### config.mk
export PLATFORM = sky130hd
export DESIGN_NAME = adder_tree_operand_sequencer
export DESIGN_NICKNAME = d
export VERILOG_FILES = /design/src/rtl/adder_tree_operand_sequencer.sv
export SDC_FILE = /design/constraint.sdc
export NUM_CORES = 1
export LEC_CHECK = 0
export BUFFER_PORTS_ARGS = -buffer_cell sky130_fd_sc_hd__buf_2
export CAP_MARGIN = 20
export CORE_MARGIN = 3
export CORE_UTILIZATION = 46
export CTS_CLUSTER_DIAMETER = 200
export DETAILED_ROUTE_END_ITERATION = 8
export PLACE_DENSITY = 0.76
export SLEW_MARGIN = 20
export SYNTH_ARGS = -nofsm -noshare
export SYNTH_HDL_FRONTEND = slang
export SYNTH_SLANG_ARGS = --single-unit
### constraint.sdc
create_clock -name clk -period 1.65 [get_ports clk]
set_input_delay 0.165 -clock clk [delete_from_list [all_inputs] [get_ports clk]]
set_output_delay 0.165 -clock clk [all_outputs]
set_load 0.05 [all_outputs]
### src/rtl/adder_tree_operand_sequencer.sv
// Operand sequencer for a 5-input pipelined adder tree: collects operands, waits out the tree
// latency, returns the sum. Define ADDER_TREE_SEQ_CHECK_EN to add a running-sum cross-check.
module adder_tree_operand_sequencer #(
    parameter int unsigned WIDTH        = 16,
    parameter int unsigned NUM_OPS      = 5,
    parameter int unsigned TREE_LATENCY = 3
) (
    input  logic             clk,
    input  logic             reset,
    input  logic             in_valid,
    output logic             in_ready,
    input  logic [WIDTH-1:0] in_data,
    output logic [WIDTH-1:0] A,
    output logic [WIDTH-1:0] B,
    output logic [WIDTH-1:0] C,
    output logic [WIDTH-1:0] D,
    output logic [WIDTH-1:0] E,
    input  logic [WIDTH-1:0] tree_out,
    output logic             out_valid,
    input  logic             out_ready,
    output logic [WIDTH-1:0] out_data,
`ifdef ADDER_TREE_SEQ_CHECK_EN
    output logic             check_err,
`endif
    output logic             busy
);

    localparam logic [2:0] LastOp  = 3'(NUM_OPS - 1);
    localparam logic [3:0] LastLat = 4'(TREE_LATENCY - 1);

    typedef enum logic [1:0] {StCollect, StWait, StResult} state_e;

    state_e           state_q, state_d;
    logic [2:0]       op_cnt_q, op_cnt_d;
    logic [3:0]       lat_cnt_q, lat_cnt_d;
    logic [WIDTH-1:0] a_q, b_q, c_q, d_q, e_q;
    logic [WIDTH-1:0] a_d, b_d, c_d, d_d, e_d;
    logic [WIDTH-1:0] out_data_q, out_data_d;
    logic             in_fire;
    logic             capture;

    assign in_fire = (state_q == StCollect) && in_valid;
    assign capture = (state_q == StWait) && (lat_cnt_q == LastLat);

    always_comb begin
        state_d    = state_q;
        op_cnt_d   = op_cnt_q;
        lat_cnt_d  = lat_cnt_q;
        a_d        = a_q;
        b_d        = b_q;
        c_d        = c_q;
        d_d        = d_q;
        e_d        = e_q;
        out_data_d = out_data_q;
        unique case (state_q)
            StCollect: begin
                if (in_fire) begin
                    case (op_cnt_q)
                        3'd0:    a_d = in_data;
                        3'd1:    b_d = in_data;
                        3'd2:    c_d = in_data;
                        3'd3:    d_d = in_data;
                        default: e_d = in_data;
                    endcase
                    if (op_cnt_q == LastOp) begin
                        op_cnt_d  = 3'd0;
                        lat_cnt_d = 4'd0;
                        state_d   = StWait;
                    end else begin
                        op_cnt_d = op_cnt_q + 3'd1;
                    end
                end
            end
            StWait: begin
                lat_cnt_d = lat_cnt_q + 4'd1;
                if (capture) begin
                    out_data_d = tree_out;
                    state_d    = StResult;
                end
            end
            StResult: begin
                if (out_ready) state_d = StCollect;
            end
            default: state_d = StCollect;
        endcase
    end

    always_ff @(posedge clk) begin
        if (reset) begin
            state_q    <= StCollect;
            op_cnt_q   <= 3'd0;
            lat_cnt_q  <= 4'd0;
            a_q        <= '0;
            b_q        <= '0;
            c_q        <= '0;
            d_q        <= '0;
            e_q        <= '0;
            out_data_q <= '0;
        end else begin
            state_q    <= state_d;
            op_cnt_q   <= op_cnt_d;
            lat_cnt_q  <= lat_cnt_d;
            a_q        <= a_d;
            b_q        <= b_d;
            c_q        <= c_d;
            d_q        <= d_d;
            e_q        <= e_d;
            out_data_q <= out_data_d;
        end
    end

`ifdef ADDER_TREE_SEQ_CHECK_EN
    logic [WIDTH-1:0] sum_q, sum_d;
    logic             err_q, err_d;

    // First operand restarts the sum so no clear is needed between transactions.
    always_comb begin
        sum_d = sum_q;
        err_d = err_q;
        if (in_fire) sum_d = (op_cnt_q == 3'd0) ? in_data : sum_q + in_data;
        if (capture && (tree_out != sum_q)) err_d = 1'b1;
    end

    always_ff @(posedge clk) begin
        if (reset) begin
            sum_q <= '0;
            err_q <= 1'b0;
        end else begin
            sum_q <= sum_d;
            err_q <= err_d;
        end
    end

    assign check_err = err_q;
`endif

    assign in_ready  = (state_q == StCollect);
    assign out_valid = (state_q == StResult);
    assign busy      = !((state_q == StCollect) && (op_cnt_q == 3'd0));
    assign out_data  = out_data_q;
    assign A         = a_q;
    assign B         = b_q;
    assign C         = c_q;
    assign D         = d_q;
    assign E         = e_q;

endmodule

==> impl_metrics.toml, run 1 <==
[floorplanning]
die_area_um2 = 10570
start_util = 0.4849
fp.dieW_um = 102.8
die_y_um = 102.8
pin_count = 135
num_rows = 34
core_area_um2 = 8891

[routing]
drt-initial-drc-count = 286
viasPerCell = 5.630
vias = 4110
wl_per_cell_um = 16.49
drc = 0
ant_nets = 0
wl_met2_um = 5580
route.top_layer_used = "met4"
drt-met1-wl_um = 5166
wl_met3_um = 1169
dr.pass1.iters = 5
finalWirelength_um = 12040

[grt]
grt_pass1_wl_um = 18660
grt_start_max_net_pins = 49
antenna_found_initial = 0
grt_pass1_vias = 3724
overflow = 0
track_usage = 0.2249

[power]
ir_drop_v = 0.0004350
power_frac_seq = 0.524
p_switching_mw = 1.609
power_density_nw_per_um2 = 958.4
swShare = 0.3162
p_int_mw = 3.480
leakagePower_nw = 2.222
power_mw = 5.089
pwr-share-comb = 0.176
p_clk_frac = 0.299

[worst_setup_path]
slowest_stage = "or4b_4"
critical_path_class = "register to register"
crit_path_start_kind = "register"
rr_worst_depth = 3
cp_num_cells = 3
path_cells = "or4b_4 > o21ai_0 > a21oi_1"
critical_path.top_delay_family = "simple AND/OR/NAND/NOR gates"
path_buf_inv = 0
critical_path_required_ps = 1910
max_stage_delay_ps = 780
worstPathArrival_ps = 1870
critical_path_peak_fanout = 48
critPathCaptureType = "register"

[clocking]
htreeDepth = 3
path_clk_slew_ps = 100
cts_tree = "built"
cts.path.max_buffers = 2
postCtsSetupBuffers = 0
cts_root_buf = "clkbuf_8"
cts_made_buffers = 9
insertion_delay_ps = 370
cts.sinks = 105

[logic_synthesis]
synth.avg_cell_area_um2 = 8.623
netlist_instances = 500
yosysUniqueCellTypes = 35
synth_area_um2 = 4312
synth_largest_area_cell = "dfxtp_1"
yosysWarnings = 0
synth.area.top_cells = "dfxtp_1, a21oi_1, nand3_1"
ys_seq_area_frac = 0.4875
yosysTopAreaCellShare = 0.4875
syn_nets = 543
ys_ff_latch = 105

[placement]
dp_hpwl_um = 8261
place_area_um2 = 5085
routabilityCongestion = 0.8561
io_buffers = 134

[final_layout]
drive_gt1_frac = 0.2958
fin_area_um2 = 5310
seq_area_um2 = 2107
fillCellCount = 806
nets = 660
n_antenna_cell = 0
area_delta_synth_final_pct = 23.16
multiInputGateArea_um2 = 1963

[timing]
setup-violations-final = 0
finalCritPeriodShare = 0.9763
hold_viol = 0
post-route-min-period_ps = 1611
slew_violations = 0
tightestPinTransition_ps = 576.4
relSlewSlack = 0.6153
grt_setup_unrepaired = "true"
clock_skew_ps = 18.37
max_freq_mhz = 620.8

[run]
cap_viol_max_count = 0

[worst_hold_path]
holdPathStages = 3
hp-class = "input port to register"

[outcome]
status = "completed"
cell usage in the layout, fill, tap and decap left out, drive strengths merged, types with 2 or more instances in the layout:
cell type,synthesis,final
o21ai,65,65
dfxtp,105,105
a21oi,87,87
nand2,32,32
buf,18,153
mux2i,18,18
nor3b,3,3
inv,9,10
clkinvlp,0,3
nand3,67,67
nand4b,2,2
nand2b,35,35
clkbuf,30,10
nor2,5,5
clkinv,0,3
nor2b,3,3
ha,7,7
cell families after synthesis:
family | after synthesis | share of synthesized area
adder cells (fa/ha/maj) | 7 | 0.02031
buffers and inverters | 57 | 0.06529
multiplexers | 18 | 0.04179
AO/OA/AOI/OAI | 159 | 0.1907
AND/OR/NAND/NOR | 154 | 0.1944
flip-flops | 105 | 0.4875
cells in the mapped netlist (all sizes together):
cell and count:
or3b 1, clkbuf 30, or4b 1, nor3 1, a2bb2oi 1, nand4bb 1, or3 1, o211a 1
buf 18, a22oi 1, o211ai 1, mux2i 18, ha 7, inv 9, nor4b 1, o21ai 65
o31a 1, o221ai 1, nand4b 2, nor4bb 1, nand2b 35, nor2b 3, nand3 67, a31oi 1
nor3b 3, nand2 32, a21oi 87, dfxtp 105, nor2 5
state kept, by name, indices dropped and copies added, names as in the netlist:
name,count
lat_cnt_q,4
E,16
op_cnt_q,3
D,16
A,16
B,16
C,16
state_q,2
out_data,16
final timing paths:
path	start	end	slack [ps]
min reg2reg	D[5]	D[5]	460
max reg2reg	state_q[0]	B[9]	40
min	tree_out[13]	out_data[13]	40
max	state_q[0]	B[9]	40
power groups by stage:
stage / Combinational [mW] / Clock (mW) / Sequential (mW)
2_1_floorplan: 0.342 / 0 / 2.99
3_3_place_gp: 0.863 / 0 / 2.72
3_5_place_dp: 0.877 / 0 / 2.72
4_1_cts: 0.885 / 1.56 / 2.67
5_1_grt: 0.957 / 1.68 / 2.68
6_report: 0.898 / 1.52 / 2.67
metal layers:
metal | vias to the layer above | track usage
met3 | 12 | 0.06089
li1 | 1968 | -
met2 | 191 | 0.3625
met1 | 1939 | 0.3026
met4 | 0 | 0.05378
met5 | - | 0
final cells by class:
type / instances / share of cell area
timing repair buffer: 153 / 0.1642
sequential: 105 / 0.3968
timing repair inverter: 1 / 0.001414
multi-input combinational: 338 / 0.3697
tap: 108 / 0.02545
clock inverter: 6 / 0.009425
inverter: 9 / 0.007069
clock buffer: 10 / 0.02592
metrics by stage:
stage / hold WS [ps] / cells / utilization / setup slack, ps / TNS [ps]
5_1_grt: 21.78 / 730 / 0.5972 / -4.887 / -6.640
3_5_place_dp: 426.7 / 713 / 0.5719 / -2.177 / -2.177
3_3_place_gp: 416.9 / 713 / 0.5719 / 53.50 / 0
2_1_floorplan: 301.0 / 500 / - / 13.86 / 0
6_report: 38.86 / 730 / 0.5972 / 39.11 / 0
4_1_cts: 16.73 / 729 / 0.5946 / 0.8540 / 0
worst min-delay path, stage by stage:
cell     delay [ps]
buf_2           100
nand3_1          50
a21oi_1          50
timing repair:
item,in CTS,in global routing
pin swaps,0,1
endpoints found under the setup margin,5,27
gates resized for setup,6,7
gates cloned,0,1
hold buffers,0,0
Power figures use the tool's default switching activity.
==> inputs of run 2 (changes only) <==
SETUP_SLACK_MARGIN = 0.05   (was unset)
==> run 2 against run 1 <==
Clock power increased by 13%. Non-clock buffer count increased by 1. Critical path type unchanged. Maximum frequency increased by 5.1%. Worst hold slack improved by 10 ps. Power increased by 4.2%. Sequential cell count unchanged. Combinational power increased by 2%. Routed wire length about the same. Clock-buffer cell count decreased by 1.
==> impl_metrics.toml, run 2 (same netlist as run 1, synthesis figures left out) <==
[outcome]
status = "completed"

[routing]
drt-initial-drc-count = 351
finalWirelength_um = 12040
drc = 0
wl_per_cell_um = 16.47
ant_nets = 0
dr.pass1.iters = 5
viasPerCell = 5.569
vias = 4071

[clocking]
cts_root_buf = "clkbuf_8"
cts_tree = "built"
cts_made_buffers = 9
htreeDepth = 3
postCtsSetupBuffers = 0
cts.sinks = 105
ctsHoldBuffers = 0
cts.path.max_buffers = 2
insertion_delay_ps = 360
path_clk_slew_ps = 90

[final_layout]
final_common_cell = "buf_2"
n_antenna_cell = 0
drive_gt1_frac = 0.3018
area_delta_synth_final_pct = 24.81
nets = 662
fin_cells = 731
fin_area_um2 = 5381
layout_common_cells = "buf_2, dfxtp_1, a21oi_1"

[timing]
tightestPinTransition_ps = 552.1
holdWs_ps = 49.02
relSlewSlack = 0.6316
clock_skew_ps = 9.907
hold_viol = 0
grt_setup_unrepaired = "true"
setup_slack_ps = 117.4
tns_ps = 0
max_freq_mhz = 652.5
post-route-min-period_ps = 1533
slew_violations = 0
setup-violations-final = 0
finalCritPeriodShare = 0.9288

[grt]
grt_pass1_vias = 3773
antenna_found_initial = 0
grt_pass1_wl_um = 18600
track_usage = 0.2222
overflow = 0
grt_start_max_net_pins = 49

[worst_setup_path]
rr_worst_depth = 5
critical_path_class = "register to register"
slowest_stage = "or3b_4"
critical_path_peak_fanout = 17
max_stage_delay_ps = 470
critical_path_required_ps = 1900
critical_path.top_delay_family = "simple AND/OR/NAND/NOR gates"
r2r-start = "lat_cnt_q[0]"
path_buf_inv = 1
regToRegSetupSlack_ps = 120
critPathCaptureType = "register"
path_cells = "inv_1 > ha_1 > or3b_4 > o21ai_0 > a21oi_1"
crit_path_start_kind = "register"
rr_endpoint = "out_data[4]"
worstPathArrival_ps = 1780

[power]
ir_drop_v = 0.0005401
pwr-share-comb = 0.172
swShare = 0.2960
power_frac_seq = 0.502
p_switching_mw = 1.570
leakagePower_nw = 2.250
p_int_mw = 3.734
power_density_nw_per_um2 = 985.5
p_clk_frac = 0.325

[worst_hold_path]
holdPathEnd = "out_data[13]"
holdPathStages = 3
holdCritStartpoint = "tree_out[13]"
hp-class = "input port to register"

[floorplanning]
num_rows = 34
fp.dieW_um = 102.8
core_area_um2 = 8891
pin_count = 135
die_y_um = 102.8
start_util = 0.4849
die_area_um2 = 10570

[run]
cap_viol_max_count = 0

[placement]
io_buffers = 134
place_inst = 714
dp_hpwl_um = 8390
pre_cts_ws_ps = -7.057
routabilityCongestion = 0.8096
place_area_um2 = 5106
run 2: cell type report:
class	instances	area (µm²)
fill	769	3510
sequential	105	2110
multi-input combinational	338	1968
timing repair buffer	154	898.4
tap	108	135.1
clock buffer	9	123.9
clock inverter	6	90.09
inverter	9	41.29
timing repair inverter	2	15.01
run 2: stage by stage:
step,power (mW),util
2_1_floorplan,3.339,-
3_3_place_gp,3.589,0.5743
3_5_place_dp,3.603,0.5743
4_1_cts,5.323,0.6013
5_1_grt,5.520,0.6053
6_report,5.304,0.6053
run 2: timing repair:
item / CTS / global route
endpoints found under the hold margin: 0 / 0
endpoints found under the setup margin: 22 / 50
gates cloned: 0 / 2
pin swaps: 0 / 0
resized for setup: 7 / 19
run 2: worst max path at each step:
stage,depth (start not counted),from,slack [ps],endpoint
2_1_floorplan,3,state_q[0],10,busy
3_3_place_gp,5,lat_cnt_q[0],80,out_data[9]
3_5_place_dp,5,lat_cnt_q[0],-7,out_data[4]
4_1_cts,5,op_cnt_q[0],50,busy
5_1_grt,6,op_cnt_q[0],6,D[3]
6_report,5,lat_cnt_q[0],120,out_data[4]
run 2: worst reg2reg max path, delay by kind of cell (launching register included):
kind	cells	cell delay, ps
simple gates	1	470
flops	1	330
compound gates	2	320
fa+ha+maj	1	180
buf+inv	1	120
run 2: power by group through the flow:
stage | registers, mW | logic [mW] | clock network (mW)
6_report | 2.67 | 0.915 | 1.72
5_1_grt | 2.67 | 0.973 | 1.87
4_1_cts | 2.66 | 0.896 | 1.76
3_5_place_dp | 2.72 | 0.880 | 0
3_3_place_gp | 2.72 | 0.870 | 0
2_1_floorplan | 3.00 | 0.344 | 0
run 2: per-layer routing:
| layer | part of all wire | GRT usage | routed length [µm] |
|---|---|---|---|
| met3 | 0.080 | 0.05819 | 964 |
| met1 | 0.43 | 0.2938 | 5208 |
| met2 | 0.46 | 0.3585 | 5576 |
| met4 | 0.024 | 0.06673 | 288 |
| met5 | 0 | 0 | 0 |
==> inputs of run 3 (changes only) <==
ABC_AREA = 1   (was unset)
CORE_UTILIZATION = 45   (was 46)
PLACE_DENSITY = 0.75   (was 0.76)
==> run 3 against run 2 <==
Critical path type unchanged. Critical path depth rose by 5. Non-clock buffer count unchanged. Synthesized cell count is 6.2% higher. Sequential cell count unchanged. Die area is 2.5% lower. Via count decreased by 0.56%. Clock power down 8%. Final cell count up 6.6%. Worst setup slack worse by 100 ps. Clock skew is essentially flat. Worst hold slack improved by 4.7 ps.
==> impl_metrics.toml, run 3 <==
[outcome]
status = "completed"

[floorplanning]
pin_count = 135
num_rows = 34
fp.dieW_um = 101.5
start_util = 0.4663
die_y_um = 101.5
core_area_um2 = 8806
die_area_um2 = 10310

[final_layout]
layout_common_cells = "nor2_1, buf_2, dfxtp_1"
nets = 709
area_delta_synth_final_pct = 30.10
n_antenna_cell = 0
drive_gt1_frac = 0.3174
final_common_cell = "nor2_1"
fillCellCount = 803
fin_cells = 779

[placement]
routabilityCongestion = 0.8322
place_inst = 749
dp_hpwl_um = 7972
io_buffers = 134

[worst_setup_path]
critical_path_peak_fanout = 8
rr_worst_depth = 10
critical_path_class = "register to register"
critPathCaptureType = "register"
critical_path_required_ps = 1900
cp-startpoint = "op_cnt_q[1]"
crit_path_start_kind = "register"
r2r-start = "op_cnt_q[1]"
worstPathArrival_ps = 1880

[worst_hold_path]
holdCritStartpoint = "tree_out[15]"
hp-class = "input port to register"
holdPathStages = 3

[routing]
drt-initial-drc-count = 281
wl_per_cell_um = 15.82
finalWirelength_um = 12330
viasPerCell = 5.196
ant_nets = 0
drc = 0
vias = 4048
dr.pass1.iters = 5

[clocking]
cts_root_buf = "clkbuf_8"
ctsHoldBuffers = 0
cts.path.max_buffers = 2
cts_tree = "built"
htreeDepth = 3
cts_made_buffers = 9
insertion_delay_ps = 360
cts.sinks = 105
path_clk_slew_ps = 100

[timing]
post-route-min-period_ps = 1638
slew_violations = 0
tns_ps = 0
tightestPinTransition_ps = 328.9
clock_skew_ps = 10.08
relSlewSlack = 0.7807
max_freq_mhz = 610.7
setup-violations-final = 0
grt_setup_unrepaired = "true"
hold_viol = 0
finalCritPeriodShare = 0.9925

[grt]
grt_start_max_net_pins = 84
overflow = 0
track_usage = 0.2155
grt_pass1_wl_um = 17600
antenna_found_initial = 0
grt_pass1_vias = 3664

[logic_synthesis]
syn_nets = 574
synth.avg_cell_area_um2 = 7.733
yosysTopAreaCellShare = 0.5119
yosysWarnings = 0
ys_seq_area_frac = 0.5119
synth_async_sr_flop_share = 0
yosysUniqueCellTypes = 23
netlist_instances = 531
synth_largest_area_cell = "dfxtp_1"
ys_ff_latch = 105
synth_top_flop_cell = "dfxtp_1"
synth_edf_count = 0
synth_common_cells = "nor2_1, dfxtp_1, o21ai_0"
synth.area.top_cells = "dfxtp_1, nor2_1, o21ai_0"
synth_area_um2 = 4106
yosysMostFrequentCell = "nor2_1"

[power]
ir_drop_v = 0.0006393
power_density_nw_per_um2 = 1107
leakagePower_nw = 2.524

[run]
cap_viol_max_count = 0
==> run 3: changes by cell type in the layout (fill, tap and decap cells not counted), moves of 22 or more <==
cell / previous run / this run
nand2b_1: 35 / 0
nand3_1: 66 / 24
o21ai_0: 36 / 58
nor2_1: 4 / 148
a21oi_1: 87 / 40
==> run 3: report_power, final <==
part	total (mW)	internal (mW)	switching, mW
sequential	2.78	2.69	0.0914
clock	1.59	0.708	0.877
combinational	1.55	0.459	1.09
==> run 3: final cells by class <==
cell class                      count  area (µm²)  share of cell area
Clock inverter                      6       67.56             0.01265
Sequential cell                   105        2106              0.3941
Multi-Input combinational cell    362        1817              0.3400
Tap cell                          108       135.1             0.02529
Timing Repair Buffer              154       949.7              0.1778
Clock buffer                       10       127.6             0.02389
Inverter                           34       140.1             0.02623
==> run 3: layer usage <==
layer  global-route usage  vias to the layer above  wire (µm)
li1                     -                     1967          -
met1               0.2752                     1877       4954
met2               0.3546                      173       6136
met3              0.05165                       31        904
met4              0.07975                        0        330
met5                    0                        -          0
==> run 3: cell families (layout without fill, tap and decap cells) <==
logic type	after synthesis	count (layout)	share of synthesized area
adders and majority gates	7	7	0.02133
and+or+nand+nor	246	246	0.2553
DFF	105	105	0.5119
buffers and inverters	64	204	0.07770
xor gates and xnor gates	1	1	0.002133
AOI/OAI and AO/OA	108	108	0.1316
==> run 3: worst paths after layout <==
path / end / slack (ps)
worst max-delay path: E[5] / 10
worst min-delay path: out_data[15] / 50
worst max register to register: E[5] / 10
worst min register to register: D[9] / 470
==> run 3: metrics by stage <==
step / setup WS, ps / power, mW / utilization / hold slack, ps / instance area, µm²
finish: 12.46 / 5.914 / 0.6067 / 53.77 / 5343
global route: -39.86 / 6.144 / 0.6067 / 59.92 / 5343
floorplan: 150.0 / 3.797 / - / 234.1 / 4106
detailed placement: 138.6 / 4.143 / 0.5469 / 427.0 / 4816
global placement: 223.6 / 4.115 / 0.5469 / 414.7 / 4816
CTS: 50.13 / 5.746 / 0.5753 / 44.94 / 5066
==> run 3: worst max-delay path: stages, from the launching register on <==
cell       delay (ps)
dfxtp_2           360
buf_6             120
ha_4              150
ha_4              150
inv_2              40
nand2_2            60
nor2_4            260
clkbuf_16         220
nand3_2            50
nand2_1            60
nor2_1             50
==> run 3: timing repair <==
item                       in CTS  in global routing
gates resized for setup         8                 30
setup buffers                   5                  4
setup endpoints to repair       1                 70
cloned                          0                  5
pin swaps                       1                  8
